==> config.mk <==
export PLATFORM = sky130hd
export DESIGN_NAME = alu_vector_rom
export DESIGN_NICKNAME = d
export VERILOG_FILES = /design/src/rtl/alu_self_test_pkg.sv /design/src/rtl/alu_self_test_vector_rom.sv
export SDC_FILE = /design/constraint.sdc
export NUM_CORES = 1
export LEC_CHECK = 0
export ABC_AREA = 0
export ABC_CLOCK_PERIOD_IN_PS = 2500
export BUFFER_PORTS_ARGS = -buffer_cell sky130_fd_sc_hd__buf_4
export CORE_MARGIN = 1
export CORE_UTILIZATION = 37
export DETAILED_ROUTE_END_ITERATION = 6
export PLACE_DENSITY = 0.87
export SYNTH_ARGS = -nofsm -noshare
export SYNTH_HDL_FRONTEND = slang
export SYNTH_SLANG_ARGS = --single-unit
==> constraint.sdc <==
create_clock -name vclk -period 2.5
set_input_delay 0 -clock vclk [all_inputs]
set_output_delay 0 -clock vclk [all_outputs]
set_load 0.1 [all_outputs]
==> src/rtl/alu_self_test_pkg.sv <==
// Shared types and constants for the ALU built-in self-test.
// Holds the ALU opcodes, the vector record layout, the fixed 16-entry
// vector table and the self-test FSM state encoding.
package alu_self_test_pkg;

    localparam int unsigned WIDTH       = 32;
    localparam int unsigned NUM_VECTORS = 16;
    localparam int unsigned IDX_W       = $clog2(NUM_VECTORS);
    localparam int unsigned CNT_W       = IDX_W + 1;
    localparam int unsigned CTRL_W      = 3;

    typedef logic [CTRL_W-1:0] alu_ctrl_t;

    localparam alu_ctrl_t ALU_SLT = 3'b000;
    localparam alu_ctrl_t ALU_SUB = 3'b001;
    localparam alu_ctrl_t ALU_ADD = 3'b101;
    localparam alu_ctrl_t ALU_OR  = 3'b110;
    localparam alu_ctrl_t ALU_AND = 3'b111;

    typedef struct packed {
        alu_ctrl_t        ctrl;
        logic [WIDTH-1:0] a;
        logic [WIDTH-1:0] b;
        logic [WIDTH-1:0] exp_result;
        logic             exp_zero;
    } alu_vector_t;

    localparam alu_vector_t ALU_VECTORS [NUM_VECTORS] = '{
        '{ALU_SLT, 32'd12, 32'd25, 32'd1,          1'b0},
        '{ALU_SLT, 32'd52, 32'd25, 32'd0,          1'b1},
        '{ALU_SLT, 32'd25, 32'd25, 32'd0,          1'b1},
        '{ALU_SUB, 32'd25, 32'd25, 32'd0,          1'b1},
        '{ALU_SUB, 32'd15, 32'd25, 32'hFFFF_FFF6,  1'b0},
        '{ALU_SUB, 32'd25, 32'd15, 32'd10,         1'b0},
        '{ALU_ADD, 32'd25, 32'd25, 32'd50,         1'b0},
        '{ALU_ADD, 32'd0,  32'd25, 32'd25,         1'b0},
        '{ALU_ADD, 32'd25, 32'd0,  32'd25,         1'b0},
        '{ALU_OR,  32'd25, 32'd0,  32'd25,         1'b0},
        '{ALU_OR,  32'd0,  32'd25, 32'd25,         1'b0},
        '{ALU_OR,  32'd0,  32'd0,  32'd0,          1'b1},
        '{ALU_OR,  32'd23, 32'd23, 32'd23,         1'b0},
        '{ALU_AND, 32'd25, 32'd0,  32'd0,          1'b1},
        '{ALU_AND, 32'd0,  32'd25, 32'd0,          1'b1},
        '{ALU_AND, 32'd25, 32'd25, 32'd25,         1'b0}
    };

    typedef enum logic [1:0] {
        IDLE  = 2'd0,
        DRIVE = 2'd1,
        CHECK = 2'd2,
        DONE  = 2'd3
    } state_e;

endpackage

==> src/rtl/alu_self_test_vector_rom.sv <==
// Combinational lookup of one self-test vector from the package table.
//   idx_i : vector index
//   vec_o : vector record (opcode, operands, expected result and zero flag)
module alu_vector_rom
    import alu_self_test_pkg::*;
(
    input  logic [IDX_W-1:0] idx_i,
    output alu_vector_t      vec_o
);

    assign vec_o = ALU_VECTORS[idx_i];

endmodule

==> results of run 1 <==
through the flow:
| stage | worst slack (ps) | cells |
|---|---|---|
| after floorplan | 50.0 | 196 |
| after global placement | 859 | 193 |
| after detailed placement | 773 | 193 |
| after CTS | 772 | 193 |
| after global routing | 594 | 193 |
| final | 811 | 193 |
how the worst max path moves through the flow:
stage          startpoint        end  slack [ps]  cells past startpoint
2_1_floorplan    idx_i[0]  vec_o[35]          50                      5
3_3_place_gp     idx_i[0]   vec_o[8]         860                      5
3_5_place_dp     idx_i[0]  vec_o[24]         770                      5
4_1_cts          idx_i[0]  vec_o[24]         770                      5
5_1_grt          idx_i[0]  vec_o[26]         590                      5
6_report         idx_i[0]  vec_o[24]         810                      5
critical path, cell delays in order:
cell,delay (ps)
buf_4,130
inv_1,130
ha_1,260
nor3b_4,730
buf_4,420
area by class of cell:
cell class / count / area (um2) / share of cell area [%]
well taps: 30 / 37.5 / 3.75
repair buffers: 51 / 383 / 38.2
multi-input cells: 109 / 571 / 56.9
inverters: 3 / 11.3 / 1.12
where the power goes:
group | internal, mW | total [mW] | leakage (nW) | switching [mW]
Combinational | 0.0718 | 0.737 | 0.612 | 0.665
Clock | 0 | 0 | 0 | 0
Sequential | 0 | 0 | 0 | 0
Total | 0.0718 | 0.737 | 0.612 | 0.665
cell usage in the layout (no fill, tap or decap):
cell type | netlist | layout
o31a_1 | 1 | 1
a211o_1 | 1 | 1
a21boi_1 | 1 | 2
nor3_1 | 1 | 1
inv_2 | 1 | 1
nor2_2 | 1 | 1
mux2i_1 | 2 | 2
nor3b_4 | 0 | 1
o31ai_2 | 0 | 1
or2_2 | 1 | 1
o21ai_0 | 4 | 2
o21ai_1 | 2 | 4
nor2b_1 | 2 | 2
ha_1 | 7 | 7
nor3b_1 | 2 | 1
inv_1 | 2 | 2
nand2_1 | 6 | 6
buf_4 | 81 | 51
a21oi_1 | 11 | 11
nor2_1 | 8 | 8
conb_1 | 1 | 53
and2_1 | 1 | 1
nand2b_1 | 3 | 3
kinds of logic after synthesis:
family | after synthesis | share of synthesized area (%)
AOI/OAI and AO/OA | 22 | 12.5
adders and majority gates | 7 | 8.76
other | 1 | 0.375
buffers and inverters | 87 | 64.1
and+or+nand+nor | 25 | 12.3
muxes | 2 | 2.00
layer usage:
metal  vias up  part of all wire [%]  global-route usage [%]  wire length, um
met3         0                    11                       0              175
met2        56                    53                    16.7              830
met5         -                     0                       0                0
li1        364                     -                       -                -
met1       310                    36                    10.6              569
met4         0                     0                    2.14                0
==> impl_results.md, run 1 <==
* Status: finished, final reports clean
* Area post-placement at approximately 0.001 mm2
* Slew HR at 44.8%
* DRT antenna net count at 0
* Post-route total power at approximately 740 uW
* Largest net degree at the start of global routing at 27
* Hold slack at slightly above 500 ps
* Fin util at approximately two fifths
* Hold Crit Class: input pin to output pin
* Routability-driven placement congestion ratio at between 0.8 and 0.9
* Avg Inst Size Synth at about 6.9 um2
* Port Buffers at 51
* DR DRC count at 0
* Pins Over Slew Limit at 0
* Pwr/cell area at 735 mW/mm2
* Slew @ Worst Pin at 827 ps
* Minimum clock period at roughly 1700 ps
* CTS resizes at 0
* Routed via count at 730
* Register area share after synthesis at 0%
* Grt ovf at 0
* Number of global-route vias before repair at about 440
* DP Wirelength at 1320 um
* Maximum fanout along the worst path at 26
* Initial antenna violation count at 0
* Max-cap viol count at 0
* Global-route wire length before repair at between 1500 and 2000 um
* Postcts setup bufs at 0
* Most frequent cell after synthesis: buf_4
* Startpoint Class: input pin
* Initial core utilization at between 30% and 40%
* Synth warn at 0
* Filler Cells Inserted at 280
* Die ar. at between 0.002 and 0.003 mm2
* Synthesized cell area at around 1000 um2
* Number of hold buffers added after cts at 0
* Via/cell ratio at roughly 3.8
* Final setup fails at 0
* Hold Violations, Final at 0
* # rows at 18
* Nets at 176
* Lkg Pwr at ~0.6 nW
* Sum Neg Setup Slack at 0 ps
* Final wirelength at 1580 um
* Fmax at 592 MHz
* Hold path startpoint: idx_i[1]
* Seq Cell Count at 0
* Setup Crit Path Kind: input pin to output pin
* Die width at between 50 and 60 um
* Largest area contributor in the netlist: buf_4
* Fin crit share at between 60% and 70%
* Register area at 0 um2
* N_diodes at 0
* Die height at around 54 um
* Drt first pass iters at 4
* Hold Path Depth at 4
* Share of cells above drive strength 1 at roughly a third
* Synthesis-to-finish area growth at 0.250%
* Netlist cell types at 25
* Synth top cells by count: buf_4 (81), a21oi_1 (11), nor2_1 (8), ha_1 (7), nand2_1 (6)
* Synth area leaders: buf_4 (61%), ha_1 (8.8%), a21oi_1 (5.5%)
* Critical Path AT at roughly 1700 ps
* CORE AREA at between 0.002 and 0.003 mm2
* RSZ-0062 raised after global routing: no
* WL per Instance at about 8.2 um
* Fin area at between 0.001 and 0.0015 mm2
* Top cell type's share of synthesized area at between 60% and 70%
* Clkbuf count at 0
* Hold path endpoint: vec_o[99]
* Global Route Usage Sum at 8.71%
* Synth Instances at roughly 140
* Critical Path RT at about 2500 ps
* Peak VDD IR at roughly 380 uV
* Critical path capture point type: output pin
* Initial DRC Count at 8
* Ports at around 100
(Power assumes the default switching activity.)
==> inputs of run 2 (changes only) <==
--- a/config.mk
+++ b/config.mk
@@ -6,12 +6,12 @@
 export NUM_CORES = 1
 export LEC_CHECK = 0
 export ABC_AREA = 0
-export ABC_CLOCK_PERIOD_IN_PS = 2500
+export ABC_CLOCK_PERIOD_IN_PS = 1500
 export BUFFER_PORTS_ARGS = -buffer_cell sky130_fd_sc_hd__buf_4
 export CORE_MARGIN = 1
-export CORE_UTILIZATION = 37
+export CORE_UTILIZATION = 34
 export DETAILED_ROUTE_END_ITERATION = 6
-export PLACE_DENSITY = 0.87
+export PLACE_DENSITY = 0.84
 export SYNTH_ARGS = -nofsm -noshare
 export SYNTH_HDL_FRONTEND = slang
 export SYNTH_SLANG_ARGS = --single-unit
==> constraint.sdc (replaced) <==
create_clock -name vclk -period 1.5
set_input_delay 0 -clock vclk [all_inputs]
set_output_delay 0 -clock vclk [all_outputs]
set_load 0.1 [all_outputs]
==> impl_results.md, run 2 (same netlist as run 1, synthesis figures left out) <==
* DR DRC count at 0
* WL per Instance at 8.16 um
* Lkg Pwr at around 0.62 nW
* Switching Share at around 89%
* Clock network fraction of total power at 0%
* Via/cell ratio at between 3 and 4
* Setup Crit Path Kind: input pin to output pin
* Gate power share at 100.0%
* Status: finished, final reports clean
* Non-Filler Instances at 195
* Nets at ~180
* Final wirelength at around 1600 um
* DP Wirelength at 1350 um
* Initial antenna violation count at 0
* Flop pwr share at 0%
* Drt first pass iters at 4
* Most common cell after layout, fill and taps aside: conb_1
* Initial core utilization at 35.9%
* CORE AREA at between 0.002 and 0.003 mm2
* Startpoint Class: input pin
* Ports at about 100
* Final setup fails at 0
* Pwr/cell area at between 1000 and 1500 mW/mm2
* Critical path capture point type: output pin
* N_diodes at 0
* Die height at ~56 um
* Clkbuf count at 0
* Area post-placement at 0.00109 mm2
* CTS resizes at 0
* DRT antenna net count at 0
* Fin area at around 0.0011 mm2
* Hold Path Depth at 4
* Fin crit share at around 90%
* Global-route wire length before repair at 2110 um
* Die ar. at 0.00316 mm2
* Seq Cell Count at 0
* Grt ovf at 0
* # rows at 19
* Fmax at around 750 MHz
* Placed insts at 195
* Port Buffers at 51
* Number of global-route vias before repair at between 400 and 500
* Maximum fanout along the worst path at 6
* Initial DRC Count at 7
* Minimum clock period at 1330 ps
* Die width at about 56 um
* Register area at 0 um2
* Synthesis-to-finish area growth at 8.76%
* Hold Violations, Final at 0
* RSZ-0062 raised after global routing: no
* Critical Path AT at about 1300 ps
* Pins Over Slew Limit at 0
* Most frequent cells in the layout: conb_1 (53), buf_4 (52), nor2_1 (7)
* Pint at 133 uW
* Critical Path RT at approximately 1500 ps
* Number of hold buffers added after cts at 0
* Routed via count at roughly 730
* Postcts setup bufs at 0
* Global Route Usage Sum at between 7 and 8%
* Peak VDD IR at 650 uV
* Largest net degree at the start of global routing at 27
* Routability-driven placement congestion ratio at approximately 0.78
* Share of cells above drive strength 1 at around 45%
* Hold slack at between 500 and 600 ps
* Hold Crit Class: input pin to output pin
* NetSw at 1.13 mW
* Max-cap viol count at 0
## run 2: cell count changes in the layout (fill, tap and decap cells not counted), sizes merged
cell      delta
clkinvlp     +1
inv          -1
buf          +1
## run 2: power groups by stage
stage | registers (mW) | clock network, mW | logic [mW]
after floorplan | 0 | 0 | 1.28
after global placement | 0 | 0 | 1.26
after detailed placement | 0 | 0 | 1.26
after CTS | 0 | 0 | 1.26
after global routing | 0 | 0 | 1.29
final | 0 | 0 | 1.26
## run 2: final timing paths
path,endpoint,start,slack (ps)
setup / recovery,vec_o[97],idx_i[0],170
hold / removal,vec_o[36],idx_i[1],500
## run 2: worst max-delay path: stages
cell	delay, ps
buf_4	130
clkinvlp_4	140
ha_4	200
and2_2	210
o21ai_0	190
o31a_2	170
buf_4	280
## run 2: metrics by stage
step / setup slack [ps] / utilization [%] / total power [mW] / setup TNS [ps]
after floorplan: -498 / - / 1.28 / -12710
after global placement: 226 / 39.1 / 1.26 / 0
after detailed placement: 185 / 39.1 / 1.26 / 0
after CTS: 176 / 39.1 / 1.26 / 0
after global routing: 82.5 / 39.1 / 1.29 / 0
final: 168 / 39.1 / 1.26 / 0
## run 2: layer usage
metal	vias to the layer above	GRT usage, %	wire length (um)
met5	-	0	0
met4	0	0	0
met3	0	0	136
met2	52	14.5	784
met1	311	10.9	671
li1	365	-	-
## run 2: layout make-up
cell class,count,area (um2)
Inverter,3,15.0
Fill cell,299,1690
Timing Repair Buffer,52,390
Multi-Input combinational cell,109,643
Tap cell,31,38.8
==> inputs of run 3 (changes only) <==
--- a/config.mk
+++ b/config.mk
@@ -5,12 +5,14 @@
 export SDC_FILE = /design/constraint.sdc
 export NUM_CORES = 1
 export LEC_CHECK = 0
-export ABC_AREA = 0
+export ABC_AREA = 1
 export ABC_CLOCK_PERIOD_IN_PS = 1500
 export BUFFER_PORTS_ARGS = -buffer_cell sky130_fd_sc_hd__buf_4
 export CORE_MARGIN = 1
 export CORE_UTILIZATION = 34
 export DETAILED_ROUTE_END_ITERATION = 6
+export GPL_TIMING_DRIVEN = 0
+export MAX_ROUTING_LAYER = met4
 export PLACE_DENSITY = 0.84
 export SYNTH_ARGS = -nofsm -noshare
 export SYNTH_HDL_FRONTEND = slang
==> impl_results.md, run 3 <==
* Initial core utilization at between 30% and 40%
* Register area share after synthesis at 0%
* Initial DRC Count at 10
* DR DRC count at 0
* Placed insts at about 290
* Critical Path RT at around 1500 ps
* RSZ-0062 raised after global routing: no
* Ports at 104
* Synth area leaders: buf_4 (60%), nand2_1 (14%), ha_1 (8.8%)
* Synth top cells by count: buf_4 (80), nand2_1 (36), nand3_1 (14), inv_1 (9), ha_1 (7)
* WL per Instance at 7.81 um
* Routability-driven placement congestion ratio at around 0.86
* Die width at 56.1 um
* Global Route Usage Sum at between 10% and 20%
* Post-route total power at around 1.4 mW
* Fin crit share at ~90%
* Netlist cell types at 13
* N_diodes at 0
* Global-route wire length before repair at 3340 um
* DP Wirelength at between 1500 and 2000 um
* Avg Inst Size Synth at between 6 and 7 um2
* Critical Path AT at approximately 1400 ps
* Most frequent cells in the layout: buf_4 (126), conb_1 (53), nand2_1 (33)
* Share of cells above drive strength 1 at around 55%
* # rows at 19
* Drt first pass iters at 4
* Die ar. at approximately 0.0031 mm2
* Synth Instances at about 160
* Number of global-route vias before repair at approximately 740
* Critical-path top delay cell: nor2_4
* Pwr/cell area at 802 mW/mm2
* Clkbuf count at 0
* Max-cap viol count at 0
* Hold slack at 470 ps
* Via/cell ratio at 3.58
* Routed via count at 1056
* Final wirelength at between 2000 and 2500 um
* Most frequent cell after synthesis: buf_4
* Lkg Pwr at around 1.2 nW
* Fin util at between 60% and 70%
* Grt ovf at 0
* Hold Violations, Final at 0
* CORE AREA at 0.00276 mm2
* Seq Cell Count at 0
* Nets at around 280
* Maximum fanout along the worst path at 13
* Synth warn at 0
* Family with the most delay on the worst path: buffers and inverters
* Setup Crit Path Kind: input pin to output pin
* Fmax at ~730 MHz
* Die height at between 50 and 60 um
* Largest stage delay on the critical path at 280 ps
* Sum Neg Setup Slack at 0 ps
* Register area at 0 um2
* Initial antenna violation count at 0
* Port Buffers at 51
* DRT antenna net count at 0
* Status: finished, final reports clean
* Startpoint Class: input pin
* CP Buf/Inv Count at 4
* Critical path capture point type: output pin
* Final setup fails at 0
* Top cell by count, worst path: buf_4
* Minimum clock period at about 1400 ps
* Pins Over Slew Limit at 0
* Largest net degree at the start of global routing at 14
* Peak VDD IR at 676 uV
* Non-Filler Instances at between 200 and 300
* Largest area contributor in the netlist: buf_4
* Most common cell after layout, fill and taps aside: buf_4
* CP Cell Sequence: buf_4 > inv_1 > ha_4 > nand2_2 > nor2_4 > buf_4 > buf_4
* Top cell type's share of synthesized area at ~60%
* Hold Crit Class: input pin to output pin
* Synthesis-to-finish area growth at 75.8%
* Synthesized cell area at 995 um2
==> run 3: cell types whose count changed after synthesis, moves of 3 or more <==
cell / before / now
nand3_1: 0 / 14
nand2_1: 6 / 36
nor2_1: 8 / 3
nand2b_1: 3 / 0
inv_1: 2 / 9
a21oi_1: 11 / 1
==> run 3: cells by family after synthesis <==
group                    share of synthesized area (%)
AO/OA/AOI/OAI                                     2.77
buffers and inverters                             66.3
other                                            0.377
adder cells (fa/ha/maj)                           8.80
AND/OR/NAND/NOR                                   21.8
==> run 3: path summary, 6_finish.rpt <==
check	start	endpoint	slack (ps)	cells past startpoint
max	idx_i[0]	vec_o[9]	120	7
min	idx_i[0]	vec_o[4]	470	4
==> run 3: report_power, final <==
part,switching [mW],internal (mW)
Clock,0,0
Sequential,0,0
Combinational,1.15,0.249
Total,1.15,0.249
==> run 3: stage by stage <==
stage | setup slack [ps] | cell area [um2]
6_report | 124 | 1750
5_1_grt | 22.5 | 1750
4_1_cts | 118 | 1750
3_5_place_dp | -213 | 1720
3_3_place_gp | -169 | 1720
2_1_floorplan | -257 | 1300
==> run 3: layout make-up <==
class	count	area, um2
plain buffers	83	679
fillers	277	1010
inverters	10	41.3
multi-input cells	119	587
well taps	31	38.8
repair buffers	52	403
==> run 3: what timing repair did <==
| item | 4_1_cts | 5_1_grt |
|---|---|---|
| endpoints found under the setup margin | 26 | 0 |
| endpoints found under the hold margin | 0 | 0 |
| hold buffers | 0 | 0 |
| buffers inserted | 1 | 0 |
| resized for setup | 1 | 0 |
==> run 3: per-layer routing <==
layer	GRT usage (%)	vias up	wire length [um]
met2	22.1	58	1180
met5	-	-	0
li1	-	568	-
met1	15.4	428	867
met3	2.33	2	232
met4	1.39	0	21
